## config.mk

```make
export PLATFORM = sky130hd
export DESIGN_NAME = m6502_timer_irq_target
export DESIGN_NICKNAME = d
export VERILOG_FILES = /design/src/rtl/m6502_timer_irq_target.sv
export SDC_FILE = /design/constraint.sdc
export NUM_CORES = 1
export LEC_CHECK = 0
export CORE_MARGIN = 2
export CORE_UTILIZATION = 30
export CTS_CLUSTER_SIZE = 14
export DETAILED_ROUTE_END_ITERATION = 8
export GPL_ROUTABILITY_DRIVEN = 0
export HOLD_SLACK_MARGIN = 0.12
export PLACE_DENSITY = 0.48
export SLEW_MARGIN = 10
export SYNTH_ARGS = -nofsm -noshare
export SYNTH_HDL_FRONTEND = slang
export SYNTH_SLANG_ARGS = --single-unit
```

## constraint.sdc

```tcl
create_clock -name clk -period 2.8 [get_ports clk]
set_input_delay 0.56 -clock clk [delete_from_list [all_inputs] [get_ports clk]]
set_output_delay 0.56 -clock clk [all_outputs]
set_load 0.005 [all_outputs]
```

## src/rtl/m6502_timer_irq_target.sv

```systemverilog
// m6502_timer_irq_target: memory-mapped interrupt source for the cpu6502 bus.
// It provides a 16-bit down-counting interval timer (T1), a software interrupt
// (SWI), a flag register (IFR) and an enable register (IER). It drives the CPU's
// level irq input and, optionally, its nmi input.
// Optional feature: define M6502_TIMER_NMI_EN to make CTRL[1] writable. When
// CTRL[1] is 1, T1 is routed to nmi instead of irq. When the macro is not
// defined, CTRL[1] reads 0 and nmi is tied to 0.
module m6502_timer_irq_target #(
  parameter logic [15:0] BASE_ADDR = 16'hDC00
) (
  input  logic        clk,
  input  logic        reset,
  input  logic [15:0] address,
  input  logic        write,
  input  logic [7:0]  wdata,
  output logic [7:0]  rdata,
  output logic        hit,
  output logic        irq,
  output logic        nmi
);

  localparam logic [2:0] OFF_LATL = 3'd0;
  localparam logic [2:0] OFF_LATH = 3'd1;
  localparam logic [2:0] OFF_CNTL = 3'd2;
  localparam logic [2:0] OFF_CNTH = 3'd3;
  localparam logic [2:0] OFF_CTRL = 3'd4;
  localparam logic [2:0] OFF_IFR  = 3'd5;
  localparam logic [2:0] OFF_IER  = 3'd6;
  localparam logic [2:0] OFF_SWI  = 3'd7;

  logic [15:0] latch, latch_n;
  logic [15:0] cnt, cnt_n;
  logic        cont, cont_n;
  logic        route, route_n;
  logic [1:0]  ifr, ifr_n;
  logic [1:0]  ier, ier_n;
  logic        running, running_n;
  logic        irq_n, nmi_n;

  logic [2:0]  off;
  logic        wr, rd, underflow;

  assign off = address[2:0];
  assign hit = (address[15:3] == BASE_ADDR[15:3]);
  assign wr  = hit & write;
  assign rd  = hit & ~write;
  // The counter hits zero while running: this cycle's edge sets the T1 flag.
  assign underflow = running && (cnt == 16'h0000);

`ifdef M6502_TIMER_NMI_EN
  // The NMI route bit is a real register only when the feature is built in.
  always_ff @(posedge clk) begin
    if (reset) route <= 1'b0;
    else       route <= route_n;
  end
  assign route_n = (wr && off == OFF_CTRL) ? wdata[1] : route;
`else
  assign route   = 1'b0;
  assign route_n = 1'b0;
`endif

  // Next-state logic for the timer, the flags, the enables and the interrupt lines.
  always_comb begin
    latch_n   = latch;
    cnt_n     = cnt;
    cont_n    = cont;
    ifr_n     = ifr;
    ier_n     = ier;
    running_n = running;

    // The timer advances first. A LATH write below overrides it, because a write wins over a reload.
    if (running) begin
      if (cnt != 16'h0000) begin
        cnt_n = cnt - 16'd1;
      end else if (cont) begin
        cnt_n = latch;            // the reload uses the latch value from before the edge
      end else begin
        running_n = 1'b0;
      end
    end

    // Clearing IFR[0] (by an IFR write or a CNTL read) loses to a same-edge underflow.
    if (wr && off == OFF_IFR) begin
      ifr_n = ifr & ~wdata[1:0];
    end
    if (rd && off == OFF_CNTL) begin
      ifr_n[0] = 1'b0;
    end
    if (underflow) begin
      ifr_n[0] = 1'b1;
    end

    if (wr) begin
      case (off)
        OFF_LATL: latch_n[7:0] = wdata;
        OFF_LATH: begin
          latch_n[15:8] = wdata;
          cnt_n         = {wdata, latch[7:0]};
          running_n     = 1'b1;
          ifr_n[0]      = 1'b0;
        end
        OFF_CTRL: cont_n = wdata[0];
        OFF_IER:  ier_n  = wdata[7] ? (ier | wdata[1:0]) : (ier & ~wdata[1:0]);
        OFF_SWI:  ifr_n[1] = 1'b1;
        default:  ;
      endcase
    end

    // irq and nmi are registered, so they always match the flag state after the edge.
    irq_n = |(ifr_n & ier_n & {1'b1, ~route_n});
    nmi_n = ifr_n[0] & ier_n[0] & route_n;
  end

  // State register. Reset returns every register to its power-on value.
  always_ff @(posedge clk) begin
    if (reset) begin
      latch   <= 16'h0000;
      cnt     <= 16'h0000;
      cont    <= 1'b0;
      ifr     <= 2'b00;
      ier     <= 2'b00;
      running <= 1'b0;
      irq     <= 1'b0;
      nmi     <= 1'b0;
    end else begin
      latch   <= latch_n;
      cnt     <= cnt_n;
      cont    <= cont_n;
      ifr     <= ifr_n;
      ier     <= ier_n;
      running <= running_n;
      irq     <= irq_n;
      nmi     <= nmi_n;
    end
  end

  // Combinational read mux. It returns 0 when the address is outside the window.
  always_comb begin
    rdata = 8'h00;
    if (hit) begin
      case (off)
        OFF_LATL: rdata = latch[7:0];
        OFF_LATH: rdata = latch[15:8];
        OFF_CNTL: rdata = cnt[7:0];
        OFF_CNTH: rdata = cnt[15:8];
        OFF_CTRL: rdata = {6'b000000, route, cont};
        OFF_IFR:  rdata = {|(ifr & ier), 5'b00000, ifr};
        OFF_IER:  rdata = {1'b1, 5'b00000, ier};
        default:  rdata = 8'h00;
      endcase
    end
  end

endmodule

```

### Yosys cells after proc, flatten, opt, wreduce, memory -nomap -nowiden

Cells that the tools add are included.

| word-level totals | value |
|---|---|
| flip-flop bits (word level) | 39 |
| input bits | 27 |
| output and inout bits | 11 |
| word-level logic and storage cells | 58 |

| operators by class | value |
|---|---|
| add/subtract/negate cells | 1 |
| equal/unequal tests | 8 |
| mux-type cells | 21 |
| bitwise gates (word level) | 9 |
| reduce and logical (&&, ||, !) cells | 11 |

Operators with widths:

| kind | number |
|---|---|
| two-way mux 16 bit | 5 |
| case mux 8 bit (7 select lines) | 1 |
| zero test 16 bit | 1 |
| nonzero test 16 bit | 1 |
| subtractor 16 x 1 -> 16 bit, second input constant | 1 |
| == test 13 bit, second input constant | 1 |
| == test 3 bit, second input constant | 4 |
| two-way mux 2 bit | 5 |
| two-way mux 1 bit | 9 |
| bitwise AND 2 bit | 4 |
| two-way mux 8 bit | 1 |
| == test 3 x 2 -> 1 bit, second input constant | 2 |
| AND reduction 2 bit | 3 |
| OR reduction 2 bit | 2 |
| == test 3 x 1 -> 1 bit, second input constant | 1 |
| logical AND 1 bit | 3 |
| zero test 3 bit | 1 |
| bitwise AND 1 bit | 2 |
| inverter 2 bit | 1 |
| OR 2 bit | 1 |
| inverter 1 bit | 1 |

### Longest topological paths before layout

| logic depth | value |
|---|---|
| depth in word-level cells | 10 |
| mapped depth | 9 |
| depth with buffers taken out | 7 |

### Worst setup path after synthesis

Ideal clock, no wire load.

| path | value |
|---|---|
| kind | input to output |
| start | in address[0] |
| end | out rdata[2] |
| data arrival time | 2,015 ps |
| required time | 2,240 ps |
| slack | 225 ps |
| stages | 4 |
| path buffers | 2 |
| cells stage by stage | clkbuf_1 > clkbuf_1 > mux4_2 > nor2b_1 |

| between the ends | value |
|---|---|
| longest elaborated chain between the ends | 3 |
| elaborated cells between the ends (all ways) | 9 |
| those cells by class | 6 x eq/ne; 2 x mux; 1 x reduce/logical |

Ends and longest elaborated chain:

| element | line | source |
|---|---|---|
| start, declared | 13 | `input logic [15:0] address,` |
| == test 3 bit, or another cell as far along | 141 | `case (off)` |
| case mux 8 bit (7 select lines) (*) | 141 |  |
| two-way mux 8 bit (*) | 140 | `if (hit) begin` |
| end, declared | 16 | `output logic [7:0] rdata,` |

Mark *: on every way between the ends. The rest lies on a longest branch, timed or not.

### Worst setup path after layout

| path | value |
|---|---|
| start | in address[15] |
| end | out rdata[7] |

| between the ends | value |
|---|---|
| longest elaborated chain between the ends | 2 |

Ends and longest elaborated chain:

| element | line | source |
|---|---|---|
| == test 13 bit | 44 | `assign hit = (address[15:3] == BASE_ADDR[15:3]);` |
| two-way mux 8 bit | 140 |  |

Every way passes these cells.

==> key figures <==
Run status
  • Status: finished clean

Synth
  • Synthesized area: 2480 sq um
  • Post-synth net total: 335
  • Top post-synthesis cells by area: dfxtp_1, mux4_2, nand2_1, a21oi_1, mux2i_1
  • Top-count cell post-synth: dfxtp_1
  • Share of the synthesized area in the top cell type: 31.5%
  • Cells after Synth: 306
  • Distinct cells, synth: 56
  • Share of async-settable or async-resettable flops after synthesis: 0%
  • Synth Area per Inst: 8.11 sq um
  • Largest area contributor in the netlist: dfxtp_1
  • Sequential fraction of the synthesis area: 31.5%
  • Synth top cells by count: dfxtp_1, nand2_1, nor2_1, a21oi_1, clkbuf_1
  • Main synth FF type: dfxtp_1
  • YS warnings: 0
  • Seq cells post-synth: 39
  • Post-synth EDFFs: 0

Clocking
  • Skew-Pair Late Insertion Delay: 0.30 ns
  • Clock Path Buffers: 2
  • Root Buffer: clkbuf_8
  • Clk sink count: 39
  • Clock Pin Slew Worst Setup and Hold Paths: 0.09 ns
  • CTS tree: done
  • CTS buffer count: 5
  • H-tree depth: 2

Drt
  • # DRC: 0
  • Post-route ant nets: 0
  • First-iteration detailed-routing DRC count: 154
  • DR WL/cell: 18.2 microns
  • Vias per cell: 5.46
  • Vias: 2587
  • WL final: 8640 microns
  • Drt first pass iters: 5

Power and ir drop
  • Peak supply drop: 0.205 mV
  • Comb power frac: 10.5%
  • PwrDens: 349 nW/um^2
  • Switching pwr: 0.288 mW
  • Leakage: 1.25 nW
  • Flop pwr share: 47.4%
  • Switch share: 24.5%
  • Design internal power: 0.887 mW
  • Clock network power share: 42.1%

Timing
  • Clock skew: 0.00958 ns
  • Final setup viols: 0
  • Fin Hold WS: 0.476 ns
  • RSZ-0062 raised after global routing: false
  • Slew HR: 56.5%
  • Max Fclk: 0.377 GHz
  • Final Max Slew Viols: 0
  • Final Hold Fails: 0
  • Minimum clock period: 2.65 ns
  • Fin worst setup slack: 0.148 ns
  • Actual slew at the worst max-slew pin: 0.647 ns
  • Period utilisation layout: 94.7%

Critical path
  • Crit path max fanout: 3
  • CP Launch Point: address[15]
  • Reg2Reg Setup Slack: 0.32 ns
  • Kind of critical path: in2out
  • Most frequent CP cell: buf_4
  • Buf/Inv on CP: 5
  • Worst R2R Start: cnt[11]$_SDFF_PP0_
  • Critical Path AT: 2.09 ns
  • CP top delay family: buffers and inverters
  • Crit-path cells: clkdlybuf4s50_1 > and4b_1 > nand4_1 > buf_6 > buf_4 > buf_4 > a211oi_2 > buf_2
  • CP max stage delay: 0.47 ns
  • Stages on the worst setup path: 8
  • Worst Setup End Kind: primary output
  • Reg2reg end: cnt[0]$_SDFF_PP0_
  • WP data required: 2.24 ns
  • Critical Path Sink: rdata[7]
  • Slowest cell on the critical path: clkdlybuf4s50_1
  • Critical Path Start Type: input port
  • Reg2reg path depth: 5

Global routing
  • GRT Total Usage: 20.9%
  • Initial antenna violation count: 0
  • First-pass GRT wire length: 14100 microns
  • Vias in the first global route: 2577
  • Pin count of the biggest net entering global routing: 16
  • Total congestion overflow: 0

Run
  • MaxCap Viol Count: 0

Floorplanning
  • DIE HEIGHT: 95.0 microns
  • Die Wd: 95.0 microns
  • Placeable Area: 8130 sq um
  • Ports: 38
  • Die area: 9020 sq um
  • FP Rows: 33
  • Initial Util: 30.5%

Place
  • PortBufs: 36
  • Hpwl dp: 6460 microns
  • Dpl ws: -0.338 ns

Layout
  • Diode count: 0
  • Area Growth Syn to Fin: 35.8%
  • Fillers: 847
  • Final net count: 397
  • Share of cells above drive strength 1: 20.1%

Min path
  • Worst hold start: latch[15]$_SDFFE_PP0P_
  • Worst Hold Class: reg2reg
-- what timing repair did --
item                                   CTS  global route
setup endpoints to repair                9             7
gates resized for setup                 27             6
pin swaps                                3             3
buffers inserted                         5             0
hold buffers                             0             0
endpoints found under the hold margin    0             0
-- stage by stage --
step	setup TNS (ns)	instance area (sq um)	power, mW	utilization, %	instances
5_1_grt	0	3370	1.22	41.4	474
3_5_place_dp	-2.56	3190	0.687	39.3	461
4_1_cts	0	3360	1.18	41.3	474
2_1_floorplan	0	2480	0.612	-	306
3_3_place_gp	-2.52	3190	0.687	39.3	461
6_report	0	3370	1.18	41.4	474
-- state kept, by name (all words and copies together) (netlist names) --
name     count
irq          1
cnt         16
cont         1
ifr          2
ier          2
running      1
latch       16
-- power by group through the flow --
stage	combinational [mW]	sequential, mW	clock (mW)
2_1_floorplan	0.0424	0.569	0
3_3_place_gp	0.117	0.570	0
3_5_place_dp	0.117	0.570	0
4_1_cts	0.123	0.557	0.503
5_1_grt	0.133	0.557	0.531
6_report	0.123	0.557	0.495
-- kinds of logic after synthesis --
group | share of synthesized area (%)
simple gates | 30.3
compound gates | 21.1
flops | 31.5
buf+inv | 4.33
mux | 11.7
fa+ha+maj | 1.01
other cells | 0.151
-- worst reg2reg max path: stages, from the launching register on --
cell and delay, ns:
dfxtp_1 0.38, or4_4 0.59, or3_1 0.38, or3_1 0.55, a21oi_1 0.36, a211oi_1 0.09
-- layer usage --
| metal | vias to the layer above | track usage, % | share of wire, % | routed length (microns) |
|---|---|---|---|---|
| li1 | 1274 | - | - | - |
| met1 | 1227 | 26.7 | 46 | 3980 |
| met2 | 73 | 35.6 | 48 | 4180 |
| met3 | 13 | 3.27 | 3.2 | 280 |
| met4 | 0 | 7.61 | 2.2 | 186 |
| met5 | - | 0 | 0 | 0 |
-- final cells by class --
class                           instances  area [sq um]  area share (%)
Multi-Input combinational cell        240          1630            48.5
Sequential cell                        39           781            23.2
Timing Repair Buffer                   74           682            20.2
Tap cell                              105           131            3.90
Clock buffer                            5          68.8            2.04
Clock inverter                          3          43.8            1.30
Inverter                                8          30.0           0.891
-- worst min path at each step --
| stage | cells past startpoint | endpoint |
|---|---|---|
| after floorplan | 2 | latch[14]$_SDFFE_PP0P_ |
| after global placement | 2 | latch[12]$_SDFFE_PP0P_ |
| after detailed placement | 2 | latch[12]$_SDFFE_PP0P_ |
| after CTS | 2 | latch[15]$_SDFFE_PP0P_ |
| after global routing | 2 | latch[12]$_SDFFE_PP0P_ |
| final | 2 | latch[15]$_SDFFE_PP0P_ |
-- placed cells by master, fill, tap and decap left out, types with 4 or more instances in the layout --
cell type and count:
inv_1 7, buf_4 33, or3_1 4, o31ai_1 5, nor4_1 10, nor2_1 27
clkbuf_8 5, nor3_1 7, mux4_2 8, nand4_1 5, dlygate4sd2_1 8, a211oi_1 8
a31oi_1 4, dfxtp_1 39, and2_1 4, a21oi_1 22, nor2b_1 5, nand3_1 8
mux2i_1 11, nand2_1 36, buf_12 4, o21ai_0 15, clkdlybuf4s50_1 22
No activity file was read; power rests on OpenSTA's default activity.
